==> config.mk <==
export PLATFORM = sky130hd
export DESIGN_NAME = hazard_stall_ctrl_flat
export DESIGN_NICKNAME = d
export VERILOG_FILES = /design/src/rtl/hazard_stall_ctrl_pkg.sv /design/src/rtl/hazard_stall_ctrl_if.sv /design/src/rtl/hazard_stall_ctrl_md_sequencer.sv /design/src/rtl/hazard_stall_ctrl.sv /design/src/flat_wrapper.sv
export SDC_FILE = /design/constraint.sdc
export NUM_CORES = 1
export LEC_CHECK = 0
export ABC_CLOCK_PERIOD_IN_PS = 9000
export BUFFER_PORTS_ARGS = -buffer_cell sky130_fd_sc_hd__buf_2
export CAP_MARGIN = 10
export CORE_MARGIN = 10
export CORE_UTILIZATION = 56
export CTS_CLUSTER_SIZE = 25
export DETAILED_ROUTE_END_ITERATION = 6
export PLACE_DENSITY_LB_ADDON = 0.15
export SYNTH_ARGS = -nofsm -noshare
export SYNTH_HDL_FRONTEND = slang
export SYNTH_SLANG_ARGS = --single-unit
==> constraint.sdc <==
create_clock -name clk -period 9 [get_ports clk]
set_input_delay 2.7 -clock clk [delete_from_list [all_inputs] [get_ports clk]]
set_output_delay 2.7 -clock clk [all_outputs]
set_load 0.05 [all_outputs]
==> src/rtl/hazard_stall_ctrl_pkg.sv <==
// Shared definitions for the hazard/stall controller.
//   - Tuse/Tnew encodings (TUSE_NONE marks an unread source)
//   - MDU operation codes and sequencer state type
//   - hazard compare helper used for every producer/consumer pair
package hazard_stall_ctrl_pkg;

  localparam logic [1:0] TUSE_NONE = 2'd3;

  typedef enum logic [1:0] {
    MD_MULT  = 2'd0,
    MD_MULTU = 2'd1,
    MD_DIV   = 2'd2,
    MD_DIVU  = 2'd3
  } md_op_e;

  typedef enum logic {
    SEQ_IDLE = 1'b0,
    SEQ_BUSY = 1'b1
  } seq_state_e;

  // A producer blocks a consumer when it writes the same nonzero register and
  // its result arrives later than the consumer needs it. A TUSE_NONE source can
  // never be smaller than any Tnew, so unread sources drop out naturally.
  function automatic logic reg_hazard(input logic       we,
                                      input logic [4:0] a3,
                                      input logic [1:0] tnew,
                                      input logic [4:0] src,
                                      input logic [1:0] tuse);
    return we && (a3 != 5'd0) && (a3 == src) && (tuse < tnew);
  endfunction

  function automatic logic md_is_div(input md_op_e op);
    return (op == MD_DIV) || (op == MD_DIVU);
  endfunction

endpackage

==> src/rtl/hazard_stall_ctrl_if.sv <==
// Pipeline <-> hazard controller bundle.
//   master : pipeline side; drives D/E/M stage info, receives enables/clears
//   slave  : controller side; the opposite directions
// PERF_W sets the width of the stall-cycle counter and must match the controller.
interface hazard_stall_ctrl_if #(
  parameter int unsigned PERF_W = 32
);
  logic [4:0]        D_rs;
  logic [4:0]        D_rt;
  logic [1:0]        D_tuse_rs;
  logic [1:0]        D_tuse_rt;
  logic              D_is_md;
  logic [4:0]        E_A3;
  logic [1:0]        E_tnew;
  logic              E_Reg_Write;
  logic [4:0]        M_A3;
  logic [1:0]        M_tnew;
  logic              M_Reg_Write;
  logic              E_md_start;
  logic [1:0]        E_md_op;

  logic              F_PC_WE;
  logic              F_D_RegWE;
  logic              D_E_clear;
  logic              E_M_RegWE;
  logic              M_W_RegWE;
  logic              M_W_clear;
  logic              md_busy;
  logic              md_done;
  logic [PERF_W-1:0] stall_cnt;

  modport master (
    output D_rs, D_rt, D_tuse_rs, D_tuse_rt, D_is_md,
           E_A3, E_tnew, E_Reg_Write, M_A3, M_tnew, M_Reg_Write,
           E_md_start, E_md_op,
    input  F_PC_WE, F_D_RegWE, D_E_clear, E_M_RegWE, M_W_RegWE, M_W_clear,
           md_busy, md_done, stall_cnt
  );

  modport slave (
    input  D_rs, D_rt, D_tuse_rs, D_tuse_rt, D_is_md,
           E_A3, E_tnew, E_Reg_Write, M_A3, M_tnew, M_Reg_Write,
           E_md_start, E_md_op,
    output F_PC_WE, F_D_RegWE, D_E_clear, E_M_RegWE, M_W_RegWE, M_W_clear,
           md_busy, md_done, stall_cnt
  );

endinterface

==> src/rtl/hazard_stall_ctrl_md_sequencer.sv <==
// Multi-cycle mult/div occupancy tracker.
//   clk, reset : rising-edge clock, synchronous active-high reset
//   start      : E-stage MDU launch (ignored while busy)
//   op         : MDU operation code, selects busy length
//   md_busy    : sequencer occupied
//   md_done    : high in the last busy cycle
// A start sampled at edge t keeps md_busy high for exactly N cycles after t.
module md_sequencer
  import hazard_stall_ctrl_pkg::*;
#(
  parameter int unsigned MULT_CYC = 5,
  parameter int unsigned DIV_CYC  = 10,
  parameter int unsigned CNT_W    = 4
) (
  input  logic       clk,
  input  logic       reset,
  input  logic       start,
  input  logic [1:0] op,
  output logic       md_busy,
  output logic       md_done
);

  seq_state_e       state_q, state_d;
  logic [CNT_W-1:0] cnt_q, cnt_d;

  always_ff @(posedge clk) begin
    if (reset) begin
      state_q <= SEQ_IDLE;
      cnt_q   <= '0;
    end else begin
      state_q <= state_d;
      cnt_q   <= cnt_d;
    end
  end

  always_comb begin
    state_d = state_q;
    cnt_d   = cnt_q;
    md_busy = 1'b0;
    md_done = 1'b0;
    unique case (state_q)
      SEQ_IDLE: begin
        if (start) begin
          state_d = SEQ_BUSY;
          cnt_d   = md_is_div(md_op_e'(op)) ? CNT_W'(DIV_CYC) : CNT_W'(MULT_CYC);
        end
      end
      SEQ_BUSY: begin
        // start is deliberately not looked at here: no reload while busy.
        md_busy = 1'b1;
        cnt_d   = cnt_q - CNT_W'(1);
        if (cnt_q == CNT_W'(1)) begin
          md_done = 1'b1;
          state_d = SEQ_IDLE;
        end
      end
      default: begin
        state_d = SEQ_IDLE;
        cnt_d   = '0;
      end
    endcase
  end

endmodule

==> src/rtl/hazard_stall_ctrl.sv <==
// Stall/flush controller for the 5-stage pipeline.
//   clk, reset : rising-edge clock, synchronous active-high reset
//   bus        : slave side of hazard_stall_ctrl_if
//     in : D-stage sources/Tuse, E/M destinations/Tnew/write enables, MDU start/op
//     out: F_PC_WE, F_D_RegWE (0 = hold), D_E_clear (bubble), E_M/M_W tie-offs,
//          md_busy, md_done, saturating stall_cnt
// E_M and M_W never stall, so their controls are constants here.
module hazard_stall_ctrl
  import hazard_stall_ctrl_pkg::*;
#(
  parameter int unsigned MULT_CYC = 5,
  parameter int unsigned DIV_CYC  = 10,
  parameter int unsigned CNT_W    = 4,
  parameter int unsigned PERF_W   = 32
) (
  input  logic                 clk,
  input  logic                 reset,
  hazard_stall_ctrl_if.slave   bus
);

  logic              data_stall;
  logic              md_stall;
  logic              stall;
  logic              md_busy;
  logic              md_done;
  logic [PERF_W-1:0] stall_cnt_q;

  md_sequencer #(
    .MULT_CYC (MULT_CYC),
    .DIV_CYC  (DIV_CYC),
    .CNT_W    (CNT_W)
  ) u_md_seq (
    .clk     (clk),
    .reset   (reset),
    .start   (bus.E_md_start),
    .op      (bus.E_md_op),
    .md_busy (md_busy),
    .md_done (md_done)
  );

  always_comb begin
    data_stall =
        reg_hazard(bus.E_Reg_Write, bus.E_A3, bus.E_tnew, bus.D_rs, bus.D_tuse_rs)
      | reg_hazard(bus.E_Reg_Write, bus.E_A3, bus.E_tnew, bus.D_rt, bus.D_tuse_rt)
      | reg_hazard(bus.M_Reg_Write, bus.M_A3, bus.M_tnew, bus.D_rs, bus.D_tuse_rs)
      | reg_hazard(bus.M_Reg_Write, bus.M_A3, bus.M_tnew, bus.D_rt, bus.D_tuse_rt);
    // A launch in E occupies the MDU from the next edge, so it blocks D already.
    md_stall = bus.D_is_md && (bus.E_md_start || md_busy);
    stall    = data_stall | md_stall;
  end

  always_comb begin
    bus.F_PC_WE   = 1'b1;
    bus.F_D_RegWE = 1'b1;
    bus.D_E_clear = 1'b0;
    if (!reset) begin
      bus.F_PC_WE   = ~stall;
      bus.F_D_RegWE = ~stall;
      bus.D_E_clear = stall;
    end
  end

  always_ff @(posedge clk) begin
    if (reset) begin
      stall_cnt_q <= '0;
    end else if (stall && (stall_cnt_q != '1)) begin
      stall_cnt_q <= stall_cnt_q + PERF_W'(1);
    end
  end

  assign bus.E_M_RegWE = 1'b1;
  assign bus.M_W_RegWE = 1'b1;
  assign bus.M_W_clear = 1'b0;
  assign bus.md_busy   = md_busy;
  assign bus.md_done   = md_done;
  assign bus.stall_cnt = stall_cnt_q;

endmodule

==> src/flat_wrapper.sv <==
// flat-port wrapper written by rule: the top's interface ports become plain ports
module hazard_stall_ctrl_flat import hazard_stall_ctrl_pkg::*;
#(
  parameter int unsigned MULT_CYC = 5,
  parameter int unsigned DIV_CYC  = 10,
  parameter int unsigned CNT_W    = 4,
  parameter int unsigned PERF_W   = 32
)
  (clk, reset, bus_D_rs, bus_D_rt, bus_D_tuse_rs, bus_D_tuse_rt, bus_D_is_md, bus_E_A3, bus_E_tnew, bus_E_Reg_Write, bus_M_A3, bus_M_tnew, bus_M_Reg_Write, bus_E_md_start, bus_E_md_op, bus_F_PC_WE, bus_F_D_RegWE, bus_D_E_clear, bus_E_M_RegWE, bus_M_W_RegWE, bus_M_W_clear, bus_md_busy, bus_md_done, bus_stall_cnt);
  hazard_stall_ctrl_if #(.PERF_W(PERF_W)) bus_i ();
  input  logic clk;
  input  logic reset;
  input wire logic [$bits(bus_i.D_rs)-1:0] bus_D_rs;
  input wire logic [$bits(bus_i.D_rt)-1:0] bus_D_rt;
  input wire logic [$bits(bus_i.D_tuse_rs)-1:0] bus_D_tuse_rs;
  input wire logic [$bits(bus_i.D_tuse_rt)-1:0] bus_D_tuse_rt;
  input wire logic [$bits(bus_i.D_is_md)-1:0] bus_D_is_md;
  input wire logic [$bits(bus_i.E_A3)-1:0] bus_E_A3;
  input wire logic [$bits(bus_i.E_tnew)-1:0] bus_E_tnew;
  input wire logic [$bits(bus_i.E_Reg_Write)-1:0] bus_E_Reg_Write;
  input wire logic [$bits(bus_i.M_A3)-1:0] bus_M_A3;
  input wire logic [$bits(bus_i.M_tnew)-1:0] bus_M_tnew;
  input wire logic [$bits(bus_i.M_Reg_Write)-1:0] bus_M_Reg_Write;
  input wire logic [$bits(bus_i.E_md_start)-1:0] bus_E_md_start;
  input wire logic [$bits(bus_i.E_md_op)-1:0] bus_E_md_op;
  output wire logic [$bits(bus_i.F_PC_WE)-1:0] bus_F_PC_WE;
  output wire logic [$bits(bus_i.F_D_RegWE)-1:0] bus_F_D_RegWE;
  output wire logic [$bits(bus_i.D_E_clear)-1:0] bus_D_E_clear;
  output wire logic [$bits(bus_i.E_M_RegWE)-1:0] bus_E_M_RegWE;
  output wire logic [$bits(bus_i.M_W_RegWE)-1:0] bus_M_W_RegWE;
  output wire logic [$bits(bus_i.M_W_clear)-1:0] bus_M_W_clear;
  output wire logic [$bits(bus_i.md_busy)-1:0] bus_md_busy;
  output wire logic [$bits(bus_i.md_done)-1:0] bus_md_done;
  output wire logic [$bits(bus_i.stall_cnt)-1:0] bus_stall_cnt;
  assign bus_i.D_rs = bus_D_rs;
  assign bus_i.D_rt = bus_D_rt;
  assign bus_i.D_tuse_rs = bus_D_tuse_rs;
  assign bus_i.D_tuse_rt = bus_D_tuse_rt;
  assign bus_i.D_is_md = bus_D_is_md;
  assign bus_i.E_A3 = bus_E_A3;
  assign bus_i.E_tnew = bus_E_tnew;
  assign bus_i.E_Reg_Write = bus_E_Reg_Write;
  assign bus_i.M_A3 = bus_M_A3;
  assign bus_i.M_tnew = bus_M_tnew;
  assign bus_i.M_Reg_Write = bus_M_Reg_Write;
  assign bus_i.E_md_start = bus_E_md_start;
  assign bus_i.E_md_op = bus_E_md_op;
  assign bus_F_PC_WE = bus_i.F_PC_WE;
  assign bus_F_D_RegWE = bus_i.F_D_RegWE;
  assign bus_D_E_clear = bus_i.D_E_clear;
  assign bus_E_M_RegWE = bus_i.E_M_RegWE;
  assign bus_M_W_RegWE = bus_i.M_W_RegWE;
  assign bus_M_W_clear = bus_i.M_W_clear;
  assign bus_md_busy = bus_i.md_busy;
  assign bus_md_done = bus_i.md_done;
  assign bus_stall_cnt = bus_i.stall_cnt;
  hazard_stall_ctrl #(.MULT_CYC(MULT_CYC), .DIV_CYC(DIV_CYC), .CNT_W(CNT_W), .PERF_W(PERF_W)) u_core (.clk(clk), .reset(reset), .bus(bus_i));
endmodule
# == After elaboration in Yosys (flattened, before gate mapping) ==
# Cells that the tools add are included.
# word_totals
memories,0
inputBits,36
word_cells,51
mem_bits_rw,0
reg_bits,37
output_inout_bits,40
latchBits,0
rom_bits,0
# classes
eq_ne,9
multipliers,0
n_lt_le_gt_ge,4
reduce_logical,16
mux,11
shift,0
add_sub_neg,2
n_bitwise,6
div,0
# op_table
operator,count
$add 32x1->32 const B,1
$ne 32x32->1 const B,1
$eq 5x5->1,4
$logic_and 1x1->1,12
$reduce_bool 5->1,2
$lt 2x2->1,4
$mux 4,2
$pmux 4 s2,1
$mux 1,7
$eq 2x2->1 const B,2
$eq 4x1->1 const B,1
$or 1x1->1,4
$sub 4x1->4 const B,1
$logic_or 1x1->1,2
$ne 2x2->1 const B,1
$not 1->1,2
$pmux 1 s2,1

# == Depth between registers and ports, before layout ==
# Gate-level depths: netlist (run 1).
# logic_depth
word_depth,10
ltp_mapped,10
depth_no_buf,8

# == Hierarchy ==
# A second synthesis (run 1) with hierarchy kept.
# unflattened
cells_unflattened,305
area_unflattened_um2,2499.9
# modules_own_cells
module,n_inst,cells_per_inst,area_per_inst_um2,seq_area_each_um2
hazard_stall_ctrl,1,272,2220.9,640.6
md_sequencer,1,33,279.0,100.1

# == Worst setup path before layout (run 1) ==
# Ideal clock, no wire load.
# synth_path
kind,input-to-output
startpoint,input bus_E_tnew[1]
endpoint,output bus_D_E_clear
slack_ps,1555
n_path_buf,2
path_stages,10
t_arrival_ps,4745
t_required_ps,6300
path_cell_list,inv_1 -> ha_1 -> a2111oi_2 -> nand4_1 -> a21oi_2 -> a221oi_2 -> buf_6 -> buf_2 -> or2_2 -> inv_1
# synth_via
elab_chain_cells,7
word_cells_on_any_way,9
cone_classes,2 x order compare; 1 x mux; 4 x bitwise; 2 x reduce/logical
# synth_lines
item,line_no,source
from (decl),flat_wrapper.sv:19,input wire logic [$bits(bus_i.E_tnew)-1:0] bus_E_tnew;
$lt 2x2->1,hazard_stall_ctrl_pkg.sv:29,return we && (a3 != 5'd0) && (a3 == src) && (tuse < tnew);
$logic_and 1x1->1,hazard_stall_ctrl_pkg.sv:29,
$or 1x1->1 *,hazard_stall_ctrl.sv:44,"| reg_hazard(bus.E_Reg_Write, bus.E_A3, bus.E_tnew, bus.D_rt, bus.D_tuse_rt)"
$or 1x1->1 *,hazard_stall_ctrl.sv:45,"| reg_hazard(bus.M_Reg_Write, bus.M_A3, bus.M_tnew, bus.D_rs, bus.D_tuse_rs)"
$or 1x1->1 *,hazard_stall_ctrl.sv:46,"| reg_hazard(bus.M_Reg_Write, bus.M_A3, bus.M_tnew, bus.D_rt, bus.D_tuse_rt);"
$or 1x1->1 *,hazard_stall_ctrl.sv:49,stall = data_stall | md_stall;
$mux 1 *,hazard_stall_ctrl.sv:56,if (!reset) begin
to (decl),flat_wrapper.sv:28,output wire logic [$bits(bus_i.D_E_clear)-1:0] bus_D_E_clear;
# Mark *: on every way between the ends. The rest lies on a longest branch, timed or not.

# == Worst setup path in the final report (run 1) ==
# Same ends and word-level chain as after synthesis.

==> flow_summary.toml, run 1 <==
[run_status]
outcome = "completed"

[floorplanning]
start_util = 0.578
die-area_mm2 = 0.00753
dieHeight_um = 86.8
num_io_pins = 76
core_area_mm2 = 0.00432
die_w_um = 86.8
num_rows = 24

[worst_setup_path]
worstReg2RegStart = "u_core.bus.stall_cnt[0]"
critPathMaxFanout = 3
path_class = "input port to primary output"
cp.arrival_ps = 4530
rrSetupSlack_ps = 6060
reg2reg_depth = 8
cp.required_ps = 6300
end_kind = "primary output"
r2r_end = "u_core.bus.stall_cnt[17]"
crit_path_start_kind = "input port"

[placement]
placed_cells = 411
gp_congestion = 0.850
place_ws_ps = 1750
place_area_mm2 = 0.00283
portBuffers = 71
hpwl_um = 4790

[synth]
yosysSeqAreaShare = 0.296
synthDistinctLibCells = 46
synth_ff_type = "dfxtp_1"
synthArstFlopShare = 0
syn_area_mm2 = 0.00250
synth_edf_count = 0
syn_avg_cell_area_um2 = 8.19
yosys_warnings = 0
synth-seq-cells = 37
syn_inst = 305

[layout]
nets = 409
final_common_cell = "buf_2"
layout-drive-gt1-share = 0.248
fin_area_mm2 = 0.00295
area_growth_pct = 18.0
fin_util = 0.682
antennaDiodeCount = 0
fillers = 370
final_cell_count_no_fill = 419
final_cell_mix = "buf_2 (71), dfxtp_1 (37), a21oi_1 (26), o21ai_0 (23), or3_1 (16)"

[clock_network]
cts_hold_buf = 0
cts_root_buffer = "clkbuf_8"
cts_tree = "done"
post_cts.repair.setup_buffers = 0
clkLatencyLatePin_ps = 300
path_clk_slew_ps = 70
cts_repair_resize_count = 0
cts_sinks = 37
h-tree-depth = 2
clk_path_buf_depth = 2
cts_buffers = 5

[sta]
finalHoldViolCount = 0
finalWorstSetupSlack_ps = 1770
min_period_ps = 7230
setup_viol = 0
max_freq_ghz = 0.138
tightest_slew_ps = 806
finalMaxSlewViolations = 0
rsz0062_at_grt = "false"
finClkSkew_ps = 8.82
fin_crit_sh = 0.803
fin_tns_setup_ps = 0
max-slew-margin-rel = 0.460
whs_ps = 487

[global_routing]
grt_antenna_before_repair = 0
grt_max_degree = 57
grt.total_usage = 0.165
grt_remaining_overflow = 0
grt_pass1_vias = 2402
grt_first_pass_wirelength_um = 10600

[detailed_routing]
drc = 0
drt_iter0_markers = 180
antenna_left = 0
wl_per_cell_um = 15.2
vias = 2507
viasPerCell = 5.98
drt-total-wl_um = 6370
firstDrtPassIters = 4

[power]
power_switching_mw = 0.103
p_leak_nw = 1.16
p_int_mw = 0.279
powerDensity_mw_per_mm2 = 130
power_mw = 0.382
pwr-share-seq = 0.445
vdd_drop_max_mv = 0.0785
clkPwrFrac = 0.396
pwr-share-comb = 0.159
sw_frac_of_total = 0.271

[min_path]
hold-path-endpoint = "u_core.bus.stall_cnt[22]"
hp-class = "flip-flop to flip-flop"
hold_path_depth = 2
worstHoldStart = "u_core.bus.stall_cnt[22]"

[job]
maxCapViolCount = 0
cell type report:
type | count | area [µm²] | area share
Multi-Input combinational cell | 239 | 1610 | 0.546
Timing Repair Buffer | 74 | 378 | 0.128
Sequential cell | 37 | 741 | 0.251
Tap cell | 52 | 65.1 | 0.0221
Inverter | 9 | 33.8 | 0.0115
Clock buffer | 6 | 82.6 | 0.0280
Clock inverter | 2 | 37.5 | 0.0127
cell usage after synthesis (all sizes together), types with 2 or more instances:
cell | number | area, µm²
a2111oi | 2 | 30.0
a211oi | 3 | 22.5
a21oi | 27 | 139
a31oi | 2 | 12.5
and2 | 3 | 20.0
and3 | 6 | 37.5
and4 | 5 | 43.8
buf | 12 | 95.1
clkbuf | 9 | 33.8
conb | 2 | 7.51
dfxtp | 37 | 741
ha | 7 | 87.6
inv | 9 | 33.8
mux2 | 8 | 90.1
nand2 | 14 | 52.6
nand2b | 2 | 12.5
nand3 | 4 | 20.0
nand3b | 7 | 56.3
nand4 | 15 | 93.8
nand4b | 2 | 17.5
nor2 | 14 | 52.6
nor2b | 11 | 68.8
nor3 | 9 | 45.0
nor3b | 6 | 50.1
nor4 | 4 | 31.3
o21ai | 23 | 115
o31ai | 6 | 45.0
o41ai | 3 | 26.3
or3 | 16 | 100
or4 | 9 | 67.6
or4b | 2 | 20.0
xnor2 | 10 | 87.6
xor2 | 10 | 87.6
kinds of logic (layout without fill, tap and decap cells):
kind of cell,Yosys count,after routing,synth area share
simple gates,132,132,0.326
flops,37,37,0.296
fa+ha+maj,7,7,0.0351
buf+inv,30,91,0.0651
xor+xnor,20,20,0.0701
compound gates,69,69,0.168
mux,8,8,0.0361
other cells,2,3,0.00301
worst max-delay path by stage:
| stage | startpoint | to | depth (start not counted) |
|---|---|---|---|
| floorplan | bus_E_tnew[1] | bus_D_E_clear | 10 |
| global placement | bus_E_tnew[1] | bus_D_E_clear | 10 |
| detailed placement | bus_E_tnew[1] | bus_D_E_clear | 10 |
| CTS | bus_E_tnew[1] | bus_D_E_clear | 10 |
| global route | bus_E_tnew[1] | bus_D_E_clear | 10 |
| finish | bus_E_tnew[1] | bus_D_E_clear | 10 |
metal layers:
layer,part of all wire,up-vias,track usage
met4,0.014,0,0.0545
met3,0.080,9,0.0629
met2,0.48,79,0.268
li1,-,1245,-
met5,0,-,0
met1,0.43,1174,0.194
flip-flops by register name, summed over array words and instances (netlist names):
register / count
u_core.u_md_seq.cnt_q: 4
u_core.bus.stall_cnt: 32
u_core.u_md_seq.state_q: 1
power by group through the flow:
stage          combinational, mW  clock (mW)  sequential [mW]
2_1_floorplan             0.0420           0            0.177
3_3_place_gp              0.0595           0            0.174
3_5_place_dp              0.0609           0            0.174
4_1_cts                   0.0610       0.153            0.170
5_1_grt                   0.0673       0.161            0.171
6_report                  0.0607       0.151            0.170
worst max-delay path, cell delays in order:
cell and delay (ps):
buf_2 70, inv_1 50, ha_1 300, a2111oi_2 340, nand4_1 160, a21oi_2 200, a221oi_4 50, or2_2 340
inv_1 60, buf_2 250
Power figures use the tool's default switching activity.
==> run 2: changes to the inputs <==
ABC_CLOCK_PERIOD_IN_PS = 6100   (was 9000)
CORE_UTILIZATION = 47   (was 56)
clock period = 6.1 ns   (was 9 ns; I/O delays follow)
==> run 2 against run 1 <==
Clock power is 14% higher; non-clock buffer count stayed put; design area is 0.38% lower; worst hold slack better by 4.7 ps; critical endpoint unchanged; critical path type unchanged; worst setup slack worse by 1200 ps.
==> flow_summary.toml, run 2 (synthesis results as in run 1) <==
[job]
maxCapViolCount = 0

[min_path]
hp-class = "flip-flop to flip-flop"
worstHoldStart = "u_core.bus.stall_cnt[18]"
hold_path_depth = 2
hold-path-endpoint = "u_core.bus.stall_cnt[18]"

[floorplanning]
start_util = 0.486
die_w_um = 92.9
core_area_mm2 = 0.00514
dieHeight_um = 92.9
die-area_mm2 = 0.00863
num_io_pins = 76
num_rows = 26

[global_routing]
grt_first_pass_wirelength_um = 11200
grt_max_degree = 57
grt_antenna_before_repair = 0
grt_remaining_overflow = 0
grt.total_usage = 0.152
grt_pass1_vias = 2511

[detailed_routing]
antenna_left = 0
firstDrtPassIters = 4
wl_per_cell_um = 15.0
drt-total-wl_um = 6560
drt_iter0_markers = 134
vias = 2455
viasPerCell = 5.63
drc = 0

[clock_network]
clk_path_buf_depth = 2
cts_root_buffer = "clkbuf_8"
h-tree-depth = 2
cts_tree = "done"
clkLatencyLatePin_ps = 280
cts_repair_resize_count = 0
cts_buffers = 5
cts_sinks = 37
cts_hold_buf = 0
path_clk_slew_ps = 70
post_cts.repair.setup_buffers = 0

[layout]
largest_reg_flops = 32
fillers = 529
layout-drive-gt1-share = 0.243
multi_input_area_mm2 = 0.00161
nets = 409
final_common_cell = "buf_2"
final_cell_mix = "buf_2 (71), dfxtp_1 (37), a21oi_1 (26), o21ai_0 (23), or3_1 (16)"
antennaDiodeCount = 0
area_growth_pct = 17.5
regArea_um2 = 741

[worst_setup_path]
cp.arrival_ps = 3660
critPathMaxFanout = 3
end_kind = "primary output"
cp.required_ps = 4270
crit_path_start_kind = "input port"
worstReg2RegStart = "u_core.bus.stall_cnt[0]"
path_class = "input port to primary output"
rrSetupSlack_ps = 3490
r2r_end = "u_core.bus.stall_cnt[19]"
reg2reg_depth = 7

[sta]
max-slew-margin-rel = 0.544
finalMaxSlewViolations = 0
finClkSkew_ps = 1.83
fin_tns_setup_ps = 0
finalHoldViolCount = 0
setup_viol = 0
max_freq_ghz = 0.182
tightest_slew_ps = 678
rsz0062_at_grt = "false"
whs_ps = 492
min_period_ps = 5490
fin_crit_sh = 0.901

[power]
vdd_drop_max_mv = 0.125
powerDensity_mw_per_mm2 = 175
p_leak_nw = 1.15

[placement]
hpwl_um = 4950
gp_congestion = 0.846
portBuffers = 71

[run_status]
outcome = "completed"
[run 2: per-layer routing]
metal | part of all wire | track usage | vias to the layer above
li1 | - | - | 1246
met4 | 0.0090 | 0.0424 | 0
met5 | 0 | 0 | -
met2 | 0.48 | 0.254 | 62
met3 | 0.073 | 0.0565 | 7
met1 | 0.44 | 0.179 | 1140
[run 2: layout make-up]
type | count | area share
Timing Repair Buffer | 74 | 0.129
Clock buffer | 7 | 0.0294
Inverter | 9 | 0.0115
Multi-Input combinational cell | 239 | 0.548
Tap cell | 70 | 0.0298
Sequential cell | 37 | 0.252
[run 2: power breakdown]
group | internal [mW] | switching (mW) | total, mW
Sequential | 0.246 | 0.00496 | 0.251
Clock | 0.0897 | 0.0827 | 0.172
Combinational | 0.0324 | 0.0573 | 0.0897
Total | 0.368 | 0.145 | 0.513
[run 2: worst max-delay path: stages]
cell	delay, ps
buf_2	70
inv_1	40
ha_1	290
a2111oi_2	340
nand4_1	170
a21oi_2	210
a221oi_4	50
or2_2	340
inv_1	60
buf_2	260
[run 2: how the worst max path moves through the flow]
stage / startpoint / endpoint / slack (ps) / depth (start not counted)
2_1_floorplan: bus_E_tnew[1] / bus_D_E_clear / 390 / 10
3_3_place_gp: bus_E_tnew[1] / bus_D_E_clear / 610 / 10
3_5_place_dp: bus_E_tnew[1] / bus_D_E_clear / 570 / 10
4_1_cts: bus_E_tnew[1] / bus_D_E_clear / 580 / 10
5_1_grt: bus_E_tnew[1] / bus_D_E_clear / 460 / 10
6_report: bus_E_tnew[1] / bus_D_E_clear / 610 / 10
[run 2: per-stage QoR]
step	setup slack [ps]	cell area [µm²]	util	std cells	power (mW)
global route	458	2940	0.571	436	0.539
finish	605	2940	0.571	436	0.513
detailed placement	574	2850	0.555	429	0.347
CTS	578	2940	0.571	436	0.520
global placement	606	2850	0.555	429	0.345
floorplan	395	2500	-	306	0.322
